[config.mk]
export PLATFORM = sky130hd
export DESIGN_NAME = alu_issue_stage
export DESIGN_NICKNAME = d
export VERILOG_FILES = /design/src/rtl/alu_issue_stage.sv
export SDC_FILE = /design/constraint.sdc
export NUM_CORES = 1
export LEC_CHECK = 0
export CAP_MARGIN = 20
export CORE_UTILIZATION = 42
export DETAILED_ROUTE_END_ITERATION = 12
export PLACE_DENSITY_LB_ADDON = 0.08
export REMOVE_ABC_BUFFERS = 1
export SYNTH_ARGS = -nofsm -noshare
export SYNTH_HDL_FRONTEND = slang
export SYNTH_SLANG_ARGS = --single-unit
[constraint.sdc]
create_clock -name clk -period 2 [get_ports clk]
set_input_delay 0.2 -clock clk [delete_from_list [all_inputs] [get_ports clk]]
set_output_delay 0.2 -clock clk [all_outputs]
set_load 0.01 [all_outputs]
[src/rtl/alu_issue_stage.sv]
// alu_issue_stage: decodes encoded ops to one-hot ALU function, issues through S1 and captures results in S2.
// Two-entry valid/ready pipeline with tag passthrough and a saturating illegal-op counter.
module alu_issue_stage #(
  parameter int TAG_W = 4,
  parameter int CNT_W = 16
) (
  input  logic             clk,
  input  logic             rstn,
  input  logic             in_valid,
  output logic             in_ready,
  input  logic [3:0]       in_op,
  input  logic [31:0]      in_a,
  input  logic [31:0]      in_b,
  input  logic [TAG_W-1:0] in_tag,
  output logic [11:0]      alu_f,
  output logic [31:0]      alu_a,
  output logic [31:0]      alu_b,
  input  logic [31:0]      alu_y,
  output logic             out_valid,
  input  logic             out_ready,
  output logic [31:0]      out_data,
  output logic [TAG_W-1:0] out_tag,
  output logic             out_err,
  output logic [CNT_W-1:0] err_cnt
);
  logic             s1_valid_q, s1_valid_d, s1_err_q, s1_err_d;
  logic [11:0]      s1_f_q, s1_f_d;
  logic [31:0]      s1_a_q, s1_a_d, s1_b_q, s1_b_d;
  logic [TAG_W-1:0] s1_tag_q, s1_tag_d;
  logic             s2_valid_q, s2_valid_d, s2_err_q, s2_err_d;
  logic [31:0]      s2_data_q, s2_data_d;
  logic [TAG_W-1:0] s2_tag_q, s2_tag_d;
  logic [CNT_W-1:0] err_cnt_q, err_cnt_d;
  logic             s2_take, s1_move, accept, illegal;
  always_comb begin
    s2_take    = !s2_valid_q | out_ready;
    s1_move    = s1_valid_q & s2_take;
    in_ready   = !s1_valid_q | s2_take;
    accept     = in_valid & in_ready;
    illegal    = in_op >= 4'd12;
    s1_valid_d = accept | (s1_valid_q & !s1_move);
    s1_f_d     = accept ? (illegal ? 12'd0 : 12'd1 << in_op) : s1_f_q;
    s1_err_d   = accept ? illegal : s1_err_q;
    s1_a_d     = accept ? in_a : s1_a_q;
    s1_b_d     = accept ? in_b : s1_b_q;
    s1_tag_d   = accept ? in_tag : s1_tag_q;
    s2_valid_d = s1_move | (s2_valid_q & !out_ready);
    s2_data_d  = s1_move ? (s1_err_q ? 32'd0 : alu_y) : s2_data_q;
    s2_tag_d   = s1_move ? s1_tag_q : s2_tag_q;
    s2_err_d   = s1_move ? s1_err_q : s2_err_q;
    err_cnt_d  = (s2_valid_q & out_ready & s2_err_q & (err_cnt_q != {CNT_W{1'b1}})) ? err_cnt_q + 1'b1 : err_cnt_q;
    alu_f      = s1_valid_q ? s1_f_q : 12'd0;
    alu_a      = s1_a_q;
    alu_b      = s1_b_q;
    out_valid  = s2_valid_q;
    out_data   = s2_data_q;
    out_tag    = s2_tag_q;
    out_err    = s2_err_q;
    err_cnt    = err_cnt_q;
  end
  always_ff @(posedge clk or negedge rstn) begin
    if (!rstn) begin
      s1_valid_q <= 1'b0;
      s1_f_q     <= '0;
      s1_a_q     <= '0;
      s1_b_q     <= '0;
      s1_tag_q   <= '0;
      s1_err_q   <= 1'b0;
      s2_valid_q <= 1'b0;
      s2_data_q  <= '0;
      s2_tag_q   <= '0;
      s2_err_q   <= 1'b0;
      err_cnt_q  <= '0;
    end else begin
      s1_valid_q <= s1_valid_d;
      s1_f_q     <= s1_f_d;
      s1_a_q     <= s1_a_d;
      s1_b_q     <= s1_b_d;
      s1_tag_q   <= s1_tag_d;
      s1_err_q   <= s1_err_d;
      s2_valid_q <= s2_valid_d;
      s2_data_q  <= s2_data_d;
      s2_tag_q   <= s2_tag_d;
      s2_err_q   <= s2_err_d;
      err_cnt_q  <= err_cnt_d;
    end
  end
endmodule

==> results of run 1 <==
## timing repair
action | in CTS | in global routing
hold buffers | 1 | 0
hold endpoints to repair | 52 | 0
gates resized for setup | 0 | 1
endpoints found under the setup margin | 0 | 1
## stage by stage
stage,hold slack [ns],instances
global route,0.3562,867
floorplan,-0.09559,416
detailed placement,0.1881,838
CTS,0.3232,867
finish,0.3142,867
global placement,0.1858,838
## synth_stat cells
master and n:
o41ai_1 5, and4_1 1, a21oi_1 5, nor4_1 2, nand4_1 2, dfrtp_1 136
nor3_1 3, mux2_2 75, clkbuf_1 8, xnor2_1 4, xor2_1 4, o21ai_0 34
nand2b_1 39, nand3_2 1, o2111ai_1 1, nor2_1 5, and3_1 3, or2_2 2
buf_4 3, o31ai_1 8, nand2_1 54, nand3_1 10, ha_1 1, and2_1 14
buf_2 7, or4_1 1, buf_1 3, nor4_4 1, mux2_4 1, nand3b_1 1
o32a_2 1, a21oi_2 1, nand4b_1 1
## where the power goes
| group | switching, W | internal [W] |
|---|---|---|
| combinational | 0.000713 | 0.00117 |
| clock | 0.00105 | 0.00190 |
| sequential | 0.000258 | 0.00315 |
| total | 0.00202 | 0.00621 |
## state kept, by name, summed over array words and instances, names as in the netlist
| register | count |
|---|---|
| s1_tag_q | 4 |
| s1_err_q | 1 |
| s1_valid_q | 1 |
| out_tag | 4 |
| out_valid | 1 |
| out_err | 1 |
| out_data | 32 |
| alu_a | 32 |
| s1_f_q | 12 |
| alu_b | 32 |
| err_cnt | 16 |
## worst register-to-register path: cells and delay by family (launching register included)
family	cells	cell delay (ns)
flip-flops	1	0.41
AND/OR/NAND/NOR	3	0.56
adder cells (fa/ha/maj)	1	0.23
multiplexers	1	0.37
## layer usage
metal / up-vias / wire, µm / global-route usage, %
met4: 0 / 248 / 9.198
met1: 2026 / 5517 / 26.09
met3: 20 / 1409 / 8.874
li1: 2007 / - / -
met2: 184 / 6544 / 33.61
met5: - / 0 / 0
## cell type report
type | instances | area share, %
tap | 172 | 2.463
clock inverter | 4 | 0.8019
timing repair buffer | 251 | 29.17
sequential | 136 | 38.95
clock buffer | 24 | 5.513
multi-input combinational | 280 | 23.10
## kinds of logic (layout without fill, tap and decap cells)
group                    after synthesis  in the layout  synth area share, %
XOR/XNOR                               8              8                1.271
multiplexers                          76             76                15.60
flip-flops                           136            136                61.76
AND/OR/NAND/NOR                      140            140                13.40
adder cells (fa/ha/maj)                1              1               0.2270
buffers and inverters                 21            279                1.794
AO/OA/AOI/OAI                         55             55                5.949
## path summary, 6_finish.rpt
kind,end,startpoint,cells past startpoint
min in group clk,out_data[1]$_DFFE_PN0P_,alu_y[1],3
setup reg to reg,err_cnt[12]$_DFFE_PN0P_,err_cnt[0]$_DFFE_PN0P_,5
max in group asynchronous,err_cnt[15]$_DFFE_PN0P_,rstn,3
hold / removal,out_data[28]$_DFFE_PN0P_,rstn,2
setup / recovery,alu_f[10],s1_valid_q$_DFF_PN0_,3
hold reg to reg,s1_f_q[0]$_DFFE_PN0P_,s1_f_q[0]$_DFFE_PN0P_,2
==> summary.md, run 1 <==
| Metric | Value |
|---|---|
| Commonest non-fill, non-tap cells in the layout | clkdlybuf4s50_1, dfrtp_1, mux2_2 |
| Tcrit/Tclk final | 91.64% |
| Multi-input gate area | 2018 µm² |
| Post-synth design cell area | 5510 µm² |
| WP buf/inv | 2 |
| Setup TNS Final | 0 ns |
| Synth Warn # | 0 |
| Initial antenna violation count | 0 |
| Critical Path RT | 1.80 ns |
| RSZ-0062 raised after global routing | no |
| Clk slew on worst S/H paths | 0.05 ns |
| Fin nets | 795 |
| Total gr overflow | 0 |
| Max-cap viol count | 0 |
| Post-Place Cell Area | 8173 µm² |
| Largest net degree at the start of global routing | 55 |
| H-tree lvl count | 4 |
| P_leak | 3.691 nW |
| CTS tree | yes |
| Max incr delay on CP | 0.58 ns |
| Syn avg cell area | 12.61 µm² |
| Most common cell after layout, fill and taps aside | clkdlybuf4s50_1 |
| Max IR drop VDD | 0.5450 mV |
| GRT Overall Usage | 21.44% |
| Worst min path class | in2async |
| Initial Util | 43.31% |
| Cells after synthesis | 437 |
| Post-CTS Repair Setup Buffers | 0 |
| Crit-path leading delay family | buffers and inverters |
| Synth area leader | dfrtp_1 |
| Final Skew | 0.004262 ns |
| Clock root buffer | clkbuf_16 |
| DRC Markers | 0 |
| CP Launch Type | flip-flop |
| Status | complete, no violations |
| Clk Latency, worst-skew pair | 0.41 ns |
| Power density cells | 942.0 nW/µm² |
| Slew @ Worst Pin | 0.8283 ns |
| Crit path DAT | 1.63 ns |
| Chip Height | 116.5 µm |
| Final Power | 0.008230 W |
| R2R Setup Slk | 0.31 ns |
| Kind of critical path | reg2out |
| Vias per cell | 4.887 |
| Global-route wire length before repair | 21.90 mm |
| Area Growth Syn to Fin | 58.56% |
| Post-placement setup slack | 0.2186 ns |
| Vias in the first global route | 4335 |
| Site Rows | 41 |
| Ant diodes | 0 |
| Port Buf Inserts | 238 |
| Share of cells above drive strength 1 | 17.41% |
| Slowest stage cell on the critical path | clkdlybuf4s50_1 |
| Cell variety after synth | 33 |
| Die area | 13580 µm² |
| Final setup vio count | 0 |
| Hpwl dp | 10.07 mm |
| TritonCTS Sinks | 136 |
| Total CTS buffers | 17 |
| Worst-path maximum fanout | 15 |
| Synth area leaders | dfrtp_1, mux2_2, nand2b_1 |
| Finished Core Util | 68.68% |
| Final Max Slew Viols | 0 |
| Post-synth top area share | 61.76% |
| ANT nets after route | 0 |
| Setup WS post-layout | 0.1672 ns |
| Reg area | 3403 µm² |
| Area of the core | 12720 µm² |
| DR pass1 iterations | 6 |
| Detailed Route WL | 13.72 mm |
| Routability cong. | 0.7810 |
| Die W | 116.5 µm |
| IO Pins | 239 |
| CP Cell Sequence | buf_4 -> and2_1 -> clkdlybuf4s50_1 |
| Slew headroom | 44.78% |
| Wire per inst | 15.82 µm |
| Max clock buf depth | 2 |
| Final hold violation count | 0 |
| Vias after detailed routing | 4237 |
| 1st-iter DRT viols | 159 |
| Max Clk Rate | 545.6 MHz |
| Post-route cell area | 8737 µm² |
| Period minus WS final | 1.833 ns |
| Sequential area share after synthesis | 61.76% |
| Count of state elements after synthesis | 136 |
| Crit. End Element | output port |
| Number of fill cells in the layout | 975 |
Power figures use the tool's default switching activity.
==> inputs of run 2 (changes only) <==
--- a/config.mk
+++ b/config.mk
@@ -9,6 +9,7 @@
 export CORE_UTILIZATION = 42
 export DETAILED_ROUTE_END_ITERATION = 12
 export PLACE_DENSITY_LB_ADDON = 0.08
+export RECOVER_POWER = 25
 export REMOVE_ABC_BUFFERS = 1
 export SYNTH_ARGS = -nofsm -noshare
 export SYNTH_HDL_FRONTEND = slang
==> run 2 against run 1 <==
  * Clock skew is the same
  * Design area about the same
  * Count of clock-buffer cells in the layout stayed put
  * Global-route usage unchanged
  * Die area did not move
  * Critical path type unchanged
  * Highest routed layer unchanged
==> summary.md, run 2 (synthesis gave the netlist of run 1 again) <==
| Metric | Value |
|---|---|
| Die area | 13580 µm² (unchanged) |
| DR pass1 iterations | 6 (unchanged) |
| Clk slew on worst S/H paths | 0.05 ns (about the same) |
| CP Launch Type | flip-flop |
| Area of the core | 12720 µm² (unchanged) |
| Finished Core Util | 68.63% (about the same) |
| Routability cong. | 0.7810 (unchanged) |
| DRC Markers | 0 (unchanged) |
| Post-CTS Repair Setup Buffers | 0 (unchanged) |
| Max IR drop VDD | 0.5450 mV (about the same) |
| RSZ-0062 raised after global routing | no |
| Period minus WS final | 1.833 ns (unchanged) |
| Final Skew | 0.004262 ns (unchanged) |
| Max incr delay on CP | 0.58 ns (about the same) |
| Crit. End Element | output port |
| Max Clk Rate | 545.6 MHz (unchanged) |
| Final Max Slew Viols | 0 (unchanged) |
| Power density cells | 942.5 nW/µm² (about the same) |
| Port Buf Inserts | 238 (unchanged) |
| Kind of critical path | reg2out |
| Initial antenna violation count | 0 (unchanged) |
| Setup TNS Final | 0 ns (unchanged) |
| Vias after detailed routing | 4238 (+0.024%) |
| Status | complete, no violations |
| Slowest stage cell on the critical path | clkdlybuf4s50_1 |
| Total gr overflow | 0 (unchanged) |
| Slew @ Worst Pin | 1.372 ns (+0.5441 ns) |
| Share of cells above drive strength 1 | 17.41% (unchanged) |
| Vias in the first global route | 4335 (unchanged) |
| Critical Path RT | 1.80 ns (about the same) |
| Initial Util | 43.31% (unchanged) |
| Max clock buf depth | 2 (unchanged) |
| Area Growth Syn to Fin | 58.45% (about the same) |
| Post-route cell area | 8731 µm² (about the same) |
| Clk Latency, worst-skew pair | 0.41 ns (about the same) |
| Ant diodes | 0 (unchanged) |
| Max-cap viol count | 0 (unchanged) |
| Hpwl dp | 10.07 mm (unchanged) |
| Total CTS buffers | 17 (unchanged) |
| H-tree lvl count | 4 (unchanged) |
| Site Rows | 41 (unchanged) |
| Global-route wire length before repair | 21.90 mm (unchanged) |
| Detailed Route WL | 13.72 mm (about the same) |
| Post-placement setup slack | 0.2186 ns (unchanged) |
| Largest net degree at the start of global routing | 55 (unchanged) |
| Commonest non-fill, non-tap cells in the layout | clkdlybuf4s50_1, dfrtp_1, mux2_2 |
| Worst min path class | in2reg |
| TritonCTS Sinks | 136 (unchanged) |
| Post-Place Cell Area | 8173 µm² (unchanged) |
| Worst-path maximum fanout | 15 (unchanged) |
| Die W | 116.5 µm (unchanged) |
| Clock root buffer | clkbuf_16 |
| Most common cell after layout, fill and taps aside | clkdlybuf4s50_1 |
| IO Pins | 239 (unchanged) |
| CP Cell Sequence | buf_4 -> and2_1 -> clkdlybuf4s50_1 |
| Fin nets | 795 (unchanged) |
| Setup WS post-layout | 0.1672 ns (unchanged) |
| ANT nets after route | 0 (unchanged) |
| 1st-iter DRT viols | 159 (unchanged) |
| Final setup vio count | 0 (unchanged) |
| Slew headroom | 8.509% (-36 points) |
| P_leak | 3.689 nW (about the same) |
| Vias per cell | 4.888 (about the same) |
| Chip Height | 116.5 µm (unchanged) |
| Final hold violation count | 0 (unchanged) |
| GRT Overall Usage | 21.44% (unchanged) |
| Wire per inst | 15.82 µm (about the same) |
| CTS tree | yes |
| Crit path DAT | 1.63 ns (about the same) |
| Tcrit/Tclk final | 91.64% (unchanged) |
| Final Power | 0.008229 W (about the same) |
[run 2: cell types whose count changed in the layout (fill, tap and decap cells not counted)]
cell | before | now
clkbuf_2 | 0 | 1
buf_6 | 1 | 0
[run 2: metrics by stage]
step                      hold WS [ns]  std cells
final                           0.3576        867
after global routing            0.3562        867
after CTS                       0.3232        867
after detailed placement        0.1881        838
after global placement          0.1858        838
after floorplan               -0.09559        416
[run 2: repair_timing]
item                       4_1_cts  5_1_grt
setup endpoints to repair        0        1
hold buffers                     1        0
gates resized for setup          0        1
hold endpoints to repair        52        0
[run 2: worst max-delay path: cells and delay by family (launching register included)]
family,cells,cell delay (ns)
buf+inv,2,0.76
simple gates,1,0.14
flops,1,0.32
[run 2: where the power goes]
group | switching [W] | internal (W) | total (W)
registers | 0.000258 | 0.00315 | 0.00341
logic | 0.000713 | 0.00116 | 0.00188
clock network | 0.00105 | 0.00190 | 0.00295
total | 0.00202 | 0.00621 | 0.00823
[run 2: layout make-up]
class                      count  area (µm²)
sequential                   136        3403
clock buffer                  24       481.7
clock inverter                 4       70.07
timing repair buffer         251        2542
tap                          172       215.2
multi-input combinational    280        2018
fill                         977        3991
[run 2: per-layer routing]
| layer | up-vias | share of wire (%) | wire (µm) | global-route usage (%) |
|---|---|---|---|---|
| li1 | 2008 | - | - | - |
| met5 | - | 0 | 0 | 0 |
| met4 | 0 | 1.8 | 248 | 9.198 |
| met1 | 2026 | 40 | 5516 | 26.09 |
| met2 | 184 | 48 | 6544 | 33.61 |
| met3 | 20 | 10 | 1409 | 8.874 |
[run 2: path summary, 6_finish.rpt]
path | slack, ns | cells past startpoint | endpoint | from
max | 0.17 | 3 | alu_f[10] | s1_valid_q$_DFF_PN0_
min | 0.36 | 3 | out_data[1]$_DFFE_PN0P_ | alu_y[1]
max reg2reg | 0.31 | 5 | err_cnt[12]$_DFFE_PN0P_ | err_cnt[0]$_DFFE_PN0P_
min reg2reg | 0.47 | 2 | s1_f_q[0]$_DFFE_PN0P_ | s1_f_q[0]$_DFFE_PN0P_
max in group asynchronous | 0.46 | 3 | err_cnt[15]$_DFFE_PN0P_ | rstn
min in group asynchronous | 0.65 | 2 | out_data[28]$_DFFE_PN0P_ | rstn
